--- src/rtl/pc_unit.sv ---
// rtl/pc_unit.sv - program-counter unit with stall, halt/resume, EPC capture and optional return stack
//
// Optional feature macro: PC_RAS_EN (return-address stack of RAS_DEPTH entries)
//
// Ports:
//   clock            system clock; all state updates on the falling edge
//   reset            asynchronous active-low reset
//   stall            hold pc this cycle
//   redirect         load redirect_target (word-aligned) as next pc
//   redirect_target  branch/jump destination
//   exc              exception request: save pc to epc, jump to exception vector
//   eret             return from exception to epc
//   halt_req         enter HALT
//   resume           leave HALT
//   call / ret       call / return hints for the return stack
//   pc               current fetch address
//   fetch_valid      pc is a valid fetch this cycle
//   epc              saved exception pc
//   misaligned       one-cycle pulse when the accepted redirect target had low bits set
//   ras_top          predicted return address (0 when the stack is empty or absent)
//   ras_empty        return stack empty
module pc_unit #(
  parameter int               WIDTH        = 32,
  parameter logic [WIDTH-1:0] RESET_VECTOR = '0,
  parameter logic [31:0]      EXC_VECTOR   = 32'h00000180,
  parameter int               INC          = 4,
  parameter int               RAS_DEPTH    = 4
) (
  input  logic             clock,
  input  logic             reset,
  input  logic             stall,
  input  logic             redirect,
  input  logic [WIDTH-1:0] redirect_target,
  input  logic             exc,
  input  logic             eret,
  input  logic             halt_req,
  input  logic             resume,
  input  logic             call,
  input  logic             ret,
  output logic [WIDTH-1:0] pc,
  output logic             fetch_valid,
  output logic [WIDTH-1:0] epc,
  output logic             misaligned,
  output logic [WIDTH-1:0] ras_top,
  output logic             ras_empty
);

  localparam logic [WIDTH-1:0] EXC_PC = WIDTH'(EXC_VECTOR);
  localparam logic [WIDTH-1:0] STEP   = WIDTH'(INC);

  typedef enum logic [1:0] {
    BOOT = 2'd0,
    RUN  = 2'd1,
    HALT = 2'd2
  } state_t;

  state_t           state;
  logic [WIDTH-1:0] pc_seq;

  // Sequential successor; wraps modulo 2^WIDTH.
  assign pc_seq = pc + STEP;

  always_ff @(negedge clock or negedge reset) begin
    if (!reset) begin
      state       <= BOOT;
      pc          <= RESET_VECTOR;
      epc         <= '0;
      misaligned  <= 1'b0;
      fetch_valid <= 1'b0;
    end else begin
      // misaligned is a pulse: only an accepted redirect can raise it.
      misaligned <= 1'b0;
      case (state)
        BOOT: begin
          state       <= RUN;
          fetch_valid <= 1'b1;
        end
        RUN: begin
          if (exc) begin
            epc <= pc;
            pc  <= EXC_PC;
          end else if (eret) begin
            pc <= epc;
          end else if (redirect) begin
            pc         <= {redirect_target[WIDTH-1:2], 2'b00};
            misaligned <= |redirect_target[1:0];
          end else if (halt_req) begin
            state       <= HALT;
            fetch_valid <= 1'b0;
          end else if (!stall) begin
            pc <= pc_seq;
          end
        end
        HALT: begin
          // Only an exception or resume wakes the core; everything else is dropped.
          if (exc) begin
            epc         <= pc;
            pc          <= EXC_PC;
            state       <= RUN;
            fetch_valid <= 1'b1;
          end else if (resume) begin
            state       <= RUN;
            fetch_valid <= 1'b1;
          end
        end
        default: begin
          state       <= BOOT;
          fetch_valid <= 1'b0;
        end
      endcase
    end
  end

`ifdef PC_RAS_EN
  localparam int PW = (RAS_DEPTH > 1) ? $clog2(RAS_DEPTH) : 1;
  localparam int CW = $clog2(RAS_DEPTH + 1);

  logic [WIDTH-1:0] ras_mem [RAS_DEPTH];
  logic [PW-1:0]    ras_ptr;      // next free slot; top lives at ras_ptr-1
  logic [CW-1:0]    ras_cnt;      // saturating occupancy
  logic [PW-1:0]    ras_top_idx;
  logic             ras_run;
  logic             ras_push;
  logic             ras_replace;
  logic             ras_pop;

  assign ras_top_idx = ras_ptr - PW'(1);
  assign ras_run     = (state == RUN) && !exc;
  // call+ret on an empty stack behaves as a push so the return address is not lost.
  assign ras_push    = ras_run && call && (!ret || (ras_cnt == '0));
  assign ras_replace = ras_run && call && ret && (ras_cnt != '0);
  assign ras_pop     = ras_run && ret && !call && (ras_cnt != '0);

  always_ff @(negedge clock) begin
    if (ras_push) begin
      ras_mem[ras_ptr] <= pc_seq;
    end else if (ras_replace) begin
      ras_mem[ras_top_idx] <= pc_seq;
    end
  end

  always_ff @(negedge clock or negedge reset) begin
    if (!reset) begin
      ras_ptr <= '0;
      ras_cnt <= '0;
    end else if ((state == RUN) && exc) begin
      ras_ptr <= '0;
      ras_cnt <= '0;
    end else if (ras_push) begin
      // Circular: a push when full silently overwrites the oldest entry.
      ras_ptr <= ras_ptr + PW'(1);
      if (ras_cnt != CW'(RAS_DEPTH)) begin
        ras_cnt <= ras_cnt + CW'(1);
      end
    end else if (ras_pop) begin
      ras_ptr <= ras_top_idx;
      ras_cnt <= ras_cnt - CW'(1);
    end
  end

  assign ras_empty = (ras_cnt == '0);
  assign ras_top   = ras_empty ? '0 : ras_mem[ras_top_idx];
`else
  localparam int unused_ras_depth = RAS_DEPTH;
  logic unused_ras_hints;
  assign unused_ras_hints = &{1'b0, call, ret};
  assign ras_top   = '0;
  assign ras_empty = 1'b1;
`endif

endmodule
--- config.mk ---
export PLATFORM = sky130hd
export DESIGN_NAME = pc_unit
export DESIGN_NICKNAME = d
export VERILOG_FILES = /design/src/rtl/pc_unit.sv
export SDC_FILE = /design/constraint.sdc
export NUM_CORES = 1
export LEC_CHECK = 0
export ABC_AREA = 1
export BUFFER_PORTS_ARGS = -buffer_cell sky130_fd_sc_hd__buf_2
export CELL_PAD_IN_SITES_DETAIL_PLACEMENT = 1
export CELL_PAD_IN_SITES_GLOBAL_PLACEMENT = 1
export CORE_UTILIZATION = 32
export DETAILED_ROUTE_END_ITERATION = 16
export GPL_TIMING_DRIVEN = 1
export PLACE_DENSITY = 0.83
export SLEW_MARGIN = 30
export SYNTH_ARGS = -nofsm -noshare
export SYNTH_HDL_FRONTEND = slang
export SYNTH_SLANG_ARGS = --single-unit
--- constraint.sdc ---
create_clock -name clock -period 1.38 [get_ports clock]
set_input_delay 0.138 -clock clock [delete_from_list [all_inputs] [get_ports clock]]
set_output_delay 0.138 -clock clock [all_outputs]
set_load 0.005 [all_outputs]
; Word-level counts from Yosys, hierarchy flattened
; Index checks and enable logic that the tools add are counted.
[op_classes]
reduce_logical = 7
eq_ne = 10
muxes = 25
n_addsub = 1
[ops]
columns = op, count
row1 = 32-bit two-way mux, 6
row2 = 32-bit one-hot mux with 2 select lines, 1
row3 = "32-bit by 3-bit adder with 32-bit output, second input constant", 1
row4 = 2-bit two-way mux, 6
row5 = 1-bit two-way mux, 10
row6 = "2-bit inequality test, second input constant", 5
row7 = "5-bit inequality test, second input constant", 2
row8 = 2-bit one-hot mux with 3 select lines, 1
row9 = 5-bit AND reduction, 1
row10 = 4-bit AND reduction, 1
row11 = 2-bit OR reduction, 2
row12 = "3-bit inequality test, second input constant", 1
row13 = 1-bit one-hot mux with 3 select lines, 1
row14 = "2-bit by 1-bit == test with 1-bit output, second input constant", 1
row15 = "2-bit == test, second input constant", 1
row16 = 2-bit logical NOT, 1
row17 = 2-bit AND reduction, 1
row18 = 2-bit nonzero test, 1
[totals]
in_bits = 42
word_cells = 48
ff_bits = 68
out_inout_bits = 99

; Depth between registers and ports, before layout
; Gate-level depths: netlist of run 1.
[depth]
word_depth = 7
depth_mapped = 11

==> results of run 1 <==
==> worst paths after layout <==
| kind | start | endpoint | slack [ns] | cells after the start |
|---|---|---|---|---|
| min reg2reg | epc[3] | epc[3] | 0.48 | 2 |
| min | reset | pc[16] | 0.35 | 2 |
| max reg2reg | pc[6] | pc[25] | -0.56 | 10 |
| max | pc[6] | pc[25] | -0.56 | 10 |
| min in group clock | epc[3] | epc[3] | 0.48 | 2 |
| max in group asynchronous | reset | pc[26] | 0.73 | 2 |
==> cells in the final DEF (no fill, tap or decap), types with 4 or more instances in the layout <==
| cell | Yosys | routed |
|---|---|---|
| nor2_4 | 3 | 23 |
| clkbuf_8 | 0 | 4 |
| nand2_4 | 1 | 9 |
| o21ai_1 | 7 | 12 |
| o21ai_2 | 0 | 29 |
| o21ai_0 | 54 | 13 |
| dfrtn_1 | 67 | 67 |
| xor2_1 | 5 | 5 |
| buf_4 | 35 | 145 |
| nand2_1 | 201 | 162 |
| buf_12 | 0 | 12 |
| nor2_2 | 7 | 20 |
| o22ai_2 | 0 | 5 |
| ha_4 | 0 | 4 |
| a21oi_1 | 30 | 28 |
| nand2_2 | 4 | 33 |
| nand3_2 | 1 | 20 |
| inv_1 | 42 | 39 |
| nor2_1 | 90 | 57 |
| inv_4 | 1 | 4 |
| o21ai_4 | 0 | 7 |
| conb_1 | 2 | 33 |
| nand4_1 | 4 | 4 |
| buf_6 | 2 | 37 |
| clkbuf_16 | 0 | 9 |
| nand3_1 | 36 | 15 |
| buf_2 | 6 | 94 |
| buf_16 | 0 | 5 |
==> where the power goes <==
group | internal, W | switching, W
logic | 0.00440 | 0.00477
clock network | 0.00159 | 0.000976
registers | 0.00255 | 0.000393
total | 0.00854 | 0.00614
==> worst reg2reg max path, delay by kind of cell (launching register included) <==
kind | cells | cell delay (ns)
AND/OR/NAND/NOR | 9 | 1.19
flip-flops | 1 | 0.45
buffers and inverters | 1 | 0.14
==> Yosys cell counts, drive strengths merged <==
master	n	area, µm²
clkbuf	13	48.8
o211ai	2	15.0
xor2	5	43.8
buf	44	319
nand3	37	190
and2	1	6.26
dfrtn	67	1680
conb	2	7.51
a21oi	30	150
mux2	2	22.5
o22ai	5	31.3
nand3b	1	7.51
o31ai	1	7.51
nand2	206	791
nor2	100	415
ha	4	50.1
a22oi	1	7.51
nor3	2	10.0
inv	46	175
nand4	4	25.0
o21ai	61	305
==> timing repair <==
| item | 4_1_cts | 5_1_grt |
|---|---|---|
| buffers inserted | 56 | 27 |
| cloned | 9 | 0 |
| gates resized for setup | 172 | 122 |
| setup endpoints to repair | 132 | 133 |
| pin swaps | 16 | 65 |
| endpoints found under the hold margin | 0 | 0 |
==> cell families (layout without fill, tap and decap cells) <==
logic type               Yosys count  in the layout  share of synthesized area, %
AND/OR/NAND/NOR                  351            351                          33.6
AO/OA/AOI/OAI                    100            100                          12.0
other                              2             33                         0.174
multiplexers                       2              2                         0.523
buffers and inverters            103            356                          12.6
adder cells (fa/ha/maj)            4              4                          1.16
XOR/XNOR                           5              5                          1.02
flip-flops                        67             67                          38.9
==> cell type report <==
type | count | share of cell area (%)
timing repair buffer | 295 | 30.7
inverter | 46 | 2.42
clock buffer | 14 | 3.66
tap | 176 | 2.84
sequential | 67 | 21.6
multi-input combinational | 495 | 38.4
clock inverter | 1 | 0.387
==> per-stage QoR <==
stage                     util, %  area, µm²  instances  power (W)  hold WS [ns]
final                        58.8       7760       1094     0.0147         0.352
after global routing         58.8       7760       1094     0.0152         0.389
after CTS                    54.6       7210       1074     0.0134         0.375
after detailed placement     43.1       5680        995    0.00749         0.462
after global placement       43.1       5680        995    0.00728         0.450
after floorplan                 -       4460        665    0.00515         0.424
==> registers in the layout, indices dropped and copies added (netlist names) <==
register,flops
misaligned,1
state,1
fetch_valid,1
epc,32
pc,32
==> layer usage <==
metal,up-vias,share of wire [%],global-route usage [%]
met5,-,0,0
met1,2939,36,33.6
li1,2513,-,-
met3,134,6.1,5.81
met4,0,6.5,22.8
met2,344,52,57.2
==> flow_summary.yaml, run 1 <==
worst_setup_path:
  path_buf_inv: 1
  slowest_delay_ns: 0.45
  cp.arrival_ns: 2.84
  critical_path.endpoint_type: "register"
  crit_fanout: 7
  crit_type: "reg -> reg"
  start_kind: "register"
  crit_family: "simple AND/OR/NAND/NOR gates"
  crit_chain: "buf_4 -> nand2_1 -> nor2_2 -> nand2_4 -> nor2_4 -> nand3_2 -> nand3_2 -> nand2_1 -> nand2_1 -> nand2_1"
  cp_common_cell: "nand2_1"
  cpMaxStageDelayCell: "dfrtn_1"
  required_ns: 2.27
cells_and_area:
  layout-drive-gt1-share_pct: 51.7
  ff_latch_area_um2: 1680
  n_fill_cell: 1592
  syn2layout_area_growth_pct: 80.2
  multi_input_comb_area_um2: 2980
  finalNetCount: 960
  antenna_cells: 0
timing:
  setup_slack_ns: -0.564
  fmaxAchievable_mhz: 514
  fin_skew_ns: 0.00966
  report.final.slew_viol_count: 0
  fin_crit_sh_pct: 141
  rsz0062_at_grt: "true"
  post-route-min-period_ns: 1.94
  hold_viol_final: 0
  tns_ns: -47.78
  setup_viol: 132
synth:
  ys_ff_latch: 67
  yosysUniqueCellTypes: 32
  ys_seq_area_share_pct: 38.9
  synth_area_um2: 4310
  synthCells: 634
  avgSynthCellArea_um2: 6.79
  yosys_warnings: 0
pwr:
  ir_worst_vdd_mv: 0.907
  power.leakage_nw: 3.87
  p_per_area_nw_per_um2: 1890
place:
  hpwl_mm: 11.5
  dp_slack_ns: -0.624
  gp_congestion: 0.837
  io_buffer_count: 105
global_route:
  overflow: 0
  grt_pass1_wl_mm: 33.6
  grt_max_degree: 47
  track_usage_pct: 32.0
  antenna_found_initial: 0
  grt_pass1_vias: 6203
run_status:
  violations: "negative setup slack"
  outcome: "complete, but fails checks"
floorplan:
  die-height_um: 118
  dieArea_um2: 13900
  start_util_pct: 32.6
  rows: 42
  die-width_um: 118
  coreArea_um2: 13200
  ioPinCount: 141
routing:
  routed_wl_mm: 24.6
  vias_per_cell: 5.42
  dr.pass1.iters: 5
  dr_total_vias: 5930
  drtIter0Drc: 331
  wl_per_cell_um: 22.5
  drc_errors: 0
  drtAntennaViolNets: 0
clock_network:
  hold_buffers: 0
  clk_latency_ns: 0.36
  clock_sinks: 67
  h-tree-depth: 3
  cts_tree: "yes"
  cts-root-buf: "clkbuf_16"
  clockBufferDepth: 2
  cts_made_buffers: 9
  clk_pin_slew_ns: 0.05
run:
  maxCapViolations: 0
hold_path:
  holdCritPathClass: "in -> async"
Note: power is estimated with default switching activity, not from simulation.
==> run 2, diff against run 1 <==
- BUFFER_PORTS_ARGS: -buffer_cell sky130_fd_sc_hd__buf_2 -> -buffer_cell sky130_fd_sc_hd__buf_4
==> flow_summary.yaml, run 2 (same netlist as run 1, synthesis figures left out) <==
worst_setup_path:
  crit_fanout: 3
  crit_start: "pc[8]"
  critical_path.endpoint_type: "register"
  cp.arrival_ns: 3.13
  start_kind: "register"
  required_ns: 2.44
  r2r-start: "pc[8]"
  crit_type: "reg -> reg"
cells_and_area:
  layout-drive-gt1-share_pct: 54.4
  final_core_util_pct: 62.2
  multi_input_comb_area_um2: 3120
  final_common_cell: "buf_4"
  top_regs: "epc (32), pc (32)"
  ff_latch_area_um2: 1680
  postLayoutCellArea_um2: 8210
  instances_no_fill: 1100
  syn2layout_area_growth_pct: 90.7
  antenna_cells: 0
  finalNetCount: 966
  n_fill_cell: 1556
  layout_common_cells: "buf_4, nand2_1, dfrtn_1"
timing:
  fin_skew_ns: 0.0113
  post-route-min-period_ns: 2.07
  report.final.slew_viol_count: 0
  hold_viol_final: 0
  setup_viol: 132
  fin_crit_sh_pct: 150
  rsz0062_at_grt: "true"
  fmaxAchievable_mhz: 483
  setup_slack_ns: -0.690
pwr:
  p_comb_share_pct: 64.4
  p_clk_share_pct: 15.2
  switching_share_pct: 44.0
  p_sw_w: 0.00653
  power.leakage_nw: 4.03
  p_seq_share_pct: 20.4
  ir_worst_vdd_mv: 0.966
  power.internal_w: 0.00832
  p_per_area_nw_per_um2: 1810
run_status:
  outcome: "complete, but fails checks"
  violations: "negative setup slack"
floorplan:
  die-height_um: 118
  rows: 42
  coreArea_um2: 13200
  dieArea_um2: 13900
  die-width_um: 118
  ioPinCount: 141
  start_util_pct: 32.6
routing:
  drtAntennaViolNets: 0
  dr.pass1.iters: 7
  drtIter0Drc: 597
  routed_wl_mm: 29.1
  vias_per_cell: 5.70
  dr_total_vias: 6271
  drc_errors: 0
  wl_per_cell_um: 26.4
clock_network:
  clockBufferDepth: 2
  h-tree-depth: 3
  cts_tree: "yes"
  clk_pin_slew_ns: 0.05
  cts_made_buffers: 9
  clk_latency_ns: 0.36
  clock_sinks: 67
  cts-root-buf: "clkbuf_16"
global_route:
  grt_pass1_wl_mm: 36.7
  track_usage_pct: 34.8
  grt_pass1_vias: 6628
  overflow: 0
  antenna_found_initial: 0
  grt_max_degree: 35
place:
  placedCellCount: 990
  postPlaceCellArea_um2: 5930
  hpwl_mm: 12.0
  gp_congestion: 0.891
  io_buffer_count: 105
run:
  maxCapViolations: 0
hold_path:
  holdCritPathClass: "in -> async"
==> run 2: changes by cell type in the layout (fill, tap and decap cells not counted), sizes merged <==
cell      previous run  this run
clkbuf              14        12
clkinvlp             0         1
inv                 46        45
buf                295       300
bufbuf               0         1
bufinv               1         0
clkinv               0         3
==> run 2: cell type report <==
class                           instances  area share (%)
Timing Repair Buffer                  301            33.5
Tap cell                              176            2.68
Clock buffer                           12            3.00
Clock inverter                          3           0.183
Multi-Input combinational cell        495            38.0
Sequential cell                        67            20.4
Inverter                               46            2.21
==> run 2: layer usage <==
| metal | vias to the layer above | part of all wire, % | track usage (%) |
|---|---|---|---|
| met4 | 0 | 8.5 | 22.5 |
| met5 | - | 0 | 0 |
| met2 | 476 | 48 | 60.1 |
| met3 | 206 | 8.8 | 7.61 |
| met1 | 3062 | 35 | 38.6 |
| li1 | 2527 | - | - |
==> run 2: metrics by stage <==
| stage | worst slack [ns] | setup TNS (ns) | hold WS [ns] | power [W] |
|---|---|---|---|---|
| after floorplan | -0.438 | -12.54 | 0.424 | 0.00515 |
| after global placement | -0.522 | -28.30 | 0.458 | 0.00747 |
| after detailed placement | -0.614 | -31.87 | 0.464 | 0.00770 |
| after CTS | -0.485 | -41.37 | 0.344 | 0.0130 |
| after global routing | -0.706 | -53.47 | 0.352 | 0.0152 |
| final | -0.690 | -50.11 | 0.326 | 0.0148 |
==> run 2: worst paths after layout <==
path | to | slack, ns | cells past startpoint
max in group asynchronous | pc[8] | 0.80 | 2
max reg2reg | pc[15] | -0.69 | 11
min in group clock | epc[4] | 0.50 | 2
min reg2reg | epc[4] | 0.50 | 2
min | pc[10] | 0.33 | 2
max | pc[15] | -0.69 | 11
==> run 2: timing repair <==
| item | CTS | global route |
|---|---|---|
| gates cloned | 8 | 0 |
| endpoints found under the setup margin | 132 | 132 |
| buffers inserted | 72 | 31 |
| pin swaps | 30 | 68 |
| resized for setup | 188 | 163 |
| hold buffers | 0 | 0 |
==> run 2: power by group through the flow <==
stage | Combinational [W] | Sequential [W] | Clock (W)
floorplan | 0.00206 | 0.00308 | 0
global placement | 0.00441 | 0.00306 | 0
detailed placement | 0.00462 | 0.00308 | 0
CTS | 0.00792 | 0.00291 | 0.00217
global route | 0.00982 | 0.00306 | 0.00231
finish | 0.00956 | 0.00303 | 0.00226
==> run 2: critical path, stage by stage (launching register included) <==
cell     delay, ns
dfrtn_1       0.57
buf_6         0.18
nand2_4       0.07
buf_4         0.16
nor2_4        0.09
nand2_2       0.09
buf_4         0.14
o21ai_0       0.23
nand3_1       0.18
nand2_1       0.15
nand2_1       0.11
o21ai_1       0.11
